<file path="config.mk">
export PLATFORM = sky130hd
export DESIGN_NAME = audio_pwm_out
export DESIGN_NICKNAME = d
export VERILOG_FILES = /design/src/rtl/audio_pwm_out.sv
export SDC_FILE = /design/constraint.sdc
export NUM_CORES = 1
export LEC_CHECK = 0
export CAP_MARGIN = 5
export CORE_MARGIN = 2
export CORE_UTILIZATION = 40
export CTS_BUF_LIST = sky130_fd_sc_hd__clkbuf_4 sky130_fd_sc_hd__clkbuf_8 sky130_fd_sc_hd__clkbuf_16
export DETAILED_ROUTE_END_ITERATION = 12
export GPL_ROUTABILITY_DRIVEN = 0
export PLACE_DENSITY = 0.66
export RECOVER_POWER = 50
export SLEW_MARGIN = 20
export SYNTH_ARGS = -nofsm -noshare
export SYNTH_HDL_FRONTEND = slang
export SYNTH_SLANG_ARGS = --single-unit
export TNS_END_PERCENT = 20
</file>
<file path="constraint.sdc">
create_clock -name clk_in -period 1.3 [get_ports clk_in]
set_input_delay 0.26 -clock clk_in [delete_from_list [all_inputs] [get_ports clk_in]]
set_output_delay 0.26 -clock clk_in [all_outputs]
set_load 0.05 [all_outputs]
</file>
<file path="src/rtl/audio_pwm_out.sv">
// Audio PWM output stage. A free-running counter compares against a double-buffered duty value.
// pwm_out and audio_sd_out are registered one cycle behind the counter and mute_in. New samples take effect only at a period boundary.
module audio_pwm_out #(
   parameter int PWM_BITS = 8
) (
   input  logic        clk_in,
   input  logic        rst_in,
   input  logic [15:0] sample_in,
   input  logic        sample_valid_in,
   input  logic [1:0]  vol_shift_in,
   input  logic        mute_in,
   output logic        pwm_out,
   output logic        audio_sd_out,
   output logic        sample_taken_out,
   output logic        overrun_out
);

   localparam logic [PWM_BITS-1:0] CNT_MAX  = {PWM_BITS{1'b1}};
   localparam logic [PWM_BITS-1:0] CNT_ONE  = {{(PWM_BITS-1){1'b0}}, 1'b1};
   localparam logic [PWM_BITS-1:0] DUTY_MID = {1'b1, {(PWM_BITS-1){1'b0}}};

   logic [PWM_BITS-1:0] count_q, count_d;
   logic [PWM_BITS-1:0] duty_q, duty_d;
   logic [15:0]         pending_q, pending_d;
   logic                pending_full_q, pending_full_d;
   logic                pwm_q, pwm_d;
   logic                sd_q, sd_d;
   logic                taken_q, taken_d;
   logic                overrun_q, overrun_d;

   logic                load;
   logic [15:0]         shifted;
   logic [15:0]         offset;
   logic [PWM_BITS-1:0] conv_duty;
   logic                unused_lsbs;

   // Sign-preserving attenuation, then offset-binary so the midscale of the signed range maps to half duty.
   always_comb begin
      shifted   = $signed(pending_q) >>> vol_shift_in;
      offset    = {~shifted[15], shifted[14:0]};
      conv_duty = offset[15 -: PWM_BITS];
   end

   assign unused_lsbs = ^offset;

   assign load = (count_q == CNT_MAX) && pending_full_q;

   always_comb begin
      count_d        = count_q + CNT_ONE;
      duty_d         = duty_q;
      pending_d      = pending_q;
      pending_full_d = pending_full_q;
      overrun_d      = overrun_q;
      taken_d        = load;

      if (load) begin
         duty_d         = conv_duty;
         pending_full_d = 1'b0;
      end

      // A strobe on the load cycle refills the buffer the load just emptied, so it is not an overrun.
      if (sample_valid_in) begin
         pending_d      = sample_in;
         pending_full_d = 1'b1;
         if (pending_full_q && !load) begin
            overrun_d = 1'b1;
         end
      end

      pwm_d = !mute_in && (count_q < duty_q);
      sd_d  = !mute_in;
   end

   always_ff @(posedge clk_in) begin
      if (rst_in) begin
         count_q        <= '0;
         duty_q         <= DUTY_MID;
         pending_q      <= '0;
         pending_full_q <= 1'b0;
         pwm_q          <= 1'b0;
         sd_q           <= 1'b0;
         taken_q        <= 1'b0;
         overrun_q      <= 1'b0;
      end else begin
         count_q        <= count_d;
         duty_q         <= duty_d;
         pending_q      <= pending_d;
         pending_full_q <= pending_full_d;
         pwm_q          <= pwm_d;
         sd_q           <= sd_d;
         taken_q        <= taken_d;
         overrun_q      <= overrun_d;
      end
   end

   assign pwm_out          = pwm_q;
   assign audio_sd_out     = sd_q;
   assign sample_taken_out = taken_q;
   assign overrun_out      = overrun_q;

endmodule

</file>
# [Word level (Yosys, flattened, before mapping)]
# Index checks and enable logic that the tools add are counted.
# Widths: inputs -> output; s select.
[classes] n_shift=1 n_reduce_logical=7 n_bitwise=1 addsub=1 eq_ne=1 muxes=2 n_lt_le_gt_ge=1
[op_table] op="$sshr 16x2->16" n=1
[op_table] op="$add 8x1->8 const B" n=1
[op_table] op="$eq 8x8->1 const B" n=1
[op_table] op="$lt 8x8->1" n=1
[op_table] op="$logic_and 1x1->1" n=3
[op_table] op="$logic_not 1->1" n=2
[op_table] op="$mux 1" n=2
[op_table] op="$reduce_and 2->1" n=1
[op_table] op="$reduce_bool 2->1" n=1
[op_table] op="$not 1->1" n=1
[word_totals] reg_bits=37 wordCells=22 in_bits=22 output_inout_bits=4

# [Logic depth before layout (Yosys ltp)]
[depth] word_depth=5 ltp_mapped=5 mapped_depth_nobuf=5

# [Worst setup path after synthesis]
# OpenSTA, ideal clock, no wires.
[synth_path] kind="reg-to-reg" startpoint="register count_q[6]" endpoint="register pwm_q, in the netlist pwm_out" setup_time_ns=0.059 arrival_time_ns=1.350 path_stages_with_launch=5 required_time_ns=1.241 slack_ns=-0.108 period_less_slack_ns=1.408 n_path_buf=0 path_cell_list="dfxtp_1 ha_1 a21o_1 a2111oi_0 o211a_1"
[synth_between] elab_chain_len=2
[synth_rtl] item="start: declaration" line="22" source="logic [PWM_BITS-1:0] count_q, count_d;"
[synth_rtl] item="start signal: assignment" line="85" source="count_q <= count_d;"
[synth_rtl] item="$lt 8x8->1" line="70" source="pwm_d = !mute_in && (count_q < duty_q);"
[synth_rtl] item="$logic_and 1x1->1" line="70"
[synth_rtl] item="end signal: assignment" line="89" source="pwm_q <= pwm_d;"
[synth_rtl] item="end: declaration" line="26" source="logic pwm_q, pwm_d;"
# No other way between the ends.
# A chain may end at the register's enable or synchronous reset.

# [Final worst setup path]
[layout_path] startpoint="register duty_q[6]" endpoint="register pwm_q, in the netlist pwm_out"
[layout_between] elab_chain_len=2
[layout_rtl] item="start: declaration" line="23" source="logic [PWM_BITS-1:0] duty_q, duty_d;"
[layout_rtl] item="start signal: assignment" line="86" source="duty_q <= duty_d;"
[layout_rtl] item="$lt 8x8->1" line="70"
[layout_rtl] item="$logic_and 1x1->1" line="70"
# No other way between the ends.

==> reports/results.ini <==
[run_status]
outcome = finished with violations
violations = negative setup slack

[cts]
cts-root-buf = clkbuf_4
insertion_delay_ns = 0.33
numCtsBuffers = 5
clkSinkCount = 29
htree_levels = 2
clk_path_buf_depth = 2
cts_tree = built
clkTransAtPathRegs_ns = 0.10

[sta]
relSlewSlack_pct = 80.0
fmax_mhz = 762
layout_setup_ws_ns = -0.0122
fin_crit_ns = 1.31
slew_violations = 0
rsz0062_at_grt = true
hold_viol_final = 0
min_period_over_period_pct = 101
timing.hold.ws_ns = 0.455
setup_viol = 1
worstMarginPinSlew_ns = 0.300
clock_skew_ns = 0.0125

[logic_synthesis]
yosysTopAreaCell = dfxtp_1
syn-instance-count = 144
synth_top_cell_area_share_pct = 41.3
avgSynthCellArea_um2 = 9.76
ys_warn_count = 0
synth_nets = 174
ys_seq_elements = 29
synthFlopType = dfxtp_1
synth_area_leaders = dfxtp_1, mux4_2, ha_1, mux2i_1, nor2_1
seq_area_frac_synth_pct = 41.3
netlist_area_mm2 = 0.00141
synth_top_cells_by_count = dfxtp_1, nor2_1, o21ai_0, a21oi_1, mux2i_1
synth_cell_types = 30
async_flop_share_pct = 0
synth_edf_count = 0
synth.most_common_cell = dfxtp_1

[global_routing]
grt-ovfl-total = 0
antenna_found_initial = 0
first_global_vias = 1152
grt_max_degree = 11
grtUsageTotal_pct = 16.3
grt_pass1_wl_mm = 5.04

[place]
pre_cts_slack_ns = -0.380
dpl_cell_area_mm2 = 0.00180
dp_hpwl_mm = 2.24
dp.cells = 217
port_buffers = 17

[setup_path]
path_max_fanout = 2
cp.arrival_ns = 1.59
path_cells = inv_2, ha_4, a21o_1, a2111oi_4, o211a_1
worst-setup-path-type = register to register
max_stage_delay_ns = 0.36
startpoint_type = register
crit_path_top_delay_cell = dfxtp_2
end_kind = register
cp.required_ns = 1.58

[power]
combPwrFrac_pct = 13.9
peakVddDrop_uv = 589
power.density_mw_per_mm2 = 903
p_switching_uw = 432
intPower_mw = 1.34
seq_power_share_pct = 53.6
power.share.switching_pct = 24.4
total_power_mw = 1.77
p_leak_nw = 0.790
pwr-share-clk_pct = 32.5

[die]
dieArea_mm2 = 0.00400
start_util_pct = 41.8
die_h_um = 63.3
fp.dieW_um = 63.3
rows = 21
coreArea_mm2 = 0.00336
ios = 26

[cells_and_area]
final_nets = 212
diodes = 0
stdcell_count = 229
stdcell_area_mm2 = 0.00196
final_layout_size_suffix_gt1_share_pct = 32.8
area_growth_pct = 39.7

[routing]
ant_nets = 0
post_drt_wl_per_cell_um = 13.1
drc = 0
vias = 1171
avgViaCountPerCell = 5.11
firstDrtPassIters = 4
drt_iter0_markers = 24
drt_wl_total_mm = 2.99

[worst_hold_path]
hp-class = register to register

[run]
drv_cap = 0

layout by cell type, fill, tap and decap left out, drive strengths merged, types with 8 or more instances in the layout:
cell	n
dfxtp	29
clkbuf	10
nand3	9
inv	9
nor2	15
clkdlybuf4s50	11
o21ai	11
buf	25
ha	8
mux2i	10
a21oi	10
cells by family after synthesis:
group / share of synthesized area [%]
compound gates: 13.3
buf+inv: 5.70
flops: 41.3
fa+ha+maj: 7.12
simple gates: 14.8
xor+xnor: 1.87
mux: 15.9
through the flow:
| stage | util, % | setup TNS, ns |
|---|---|---|
| final | 58.4 | -0.0122 |
| after global routing | 58.4 | -0.283 |
| after CTS | 55.8 | -0.0293 |
| after detailed placement | 53.6 | -2.43 |
| after global placement | 53.6 | -2.20 |
| after floorplan | - | 0 |
critical path: cells and delay by family (launching register included):
| kind | cells | cell delay [ns] |
|---|---|---|
| adder cells (fa/ha/maj) | 1 | 0.20 |
| AO/OA/AOI/OAI | 3 | 0.67 |
| buffers and inverters | 1 | 0.05 |
| flip-flops | 1 | 0.36 |
registers in the layout (all words and copies together) (netlist names):
| name | flops |
|---|---|
| duty_q | 8 |
| pwm_out | 1 |
| pending_full_q | 1 |
| pending_q | 8 |
| audio_sd_out | 1 |
| sample_taken_out | 1 |
| count_q | 8 |
| overrun_out | 1 |
timing repair:
| action | 4_1_cts | 5_1_grt |
|---|---|---|
| setup endpoints to repair | 10 | 10 |
| pin swaps | 2 | 4 |
| hold buffers | 0 | 0 |
| setup buffers | 0 | 4 |
| resized for setup | 9 | 14 |
worst paths after layout:
path	from	to	slack, ns	cells after the start
hold reg to reg	count_q[0]$_SDFF_PP0_	count_q[0]$_SDFF_PP0_	0.45	1
hold / removal	count_q[0]$_SDFF_PP0_	count_q[0]$_SDFF_PP0_	0.45	1
setup reg to reg	duty_q[6]$_SDFFE_PP0P_	pwm_out$_SDFF_PP0_	-0.01	5
setup / recovery	duty_q[6]$_SDFFE_PP0P_	pwm_out$_SDFF_PP0_	-0.01	5
layout make-up:
cell class	instances	area, µm²
fillers	329	1400
multi-input cells	97	818
flip-flops and latches	29	597
repair buffers	40	397
clock buffers	8	60.1
well taps	46	57.6
inverters	9	33.8
power by group through the flow:
stage	sequential, mW	clock [mW]	combinational (mW)
5_1_grt	0.957	0.639	0.269
3_3_place_gp	0.965	0	0.228
3_5_place_dp	0.968	0	0.233
6_report	0.950	0.577	0.246
4_1_cts	0.949	0.594	0.236
2_1_floorplan	0.975	0	0.111
routing by layer:
metal	share of wire [%]	track usage, %
met2	53	28.7
met5	0	0
met4	1.7	7.34
met3	3.4	4.29
met1	42	18.4
Power figures use the tool's default switching activity.
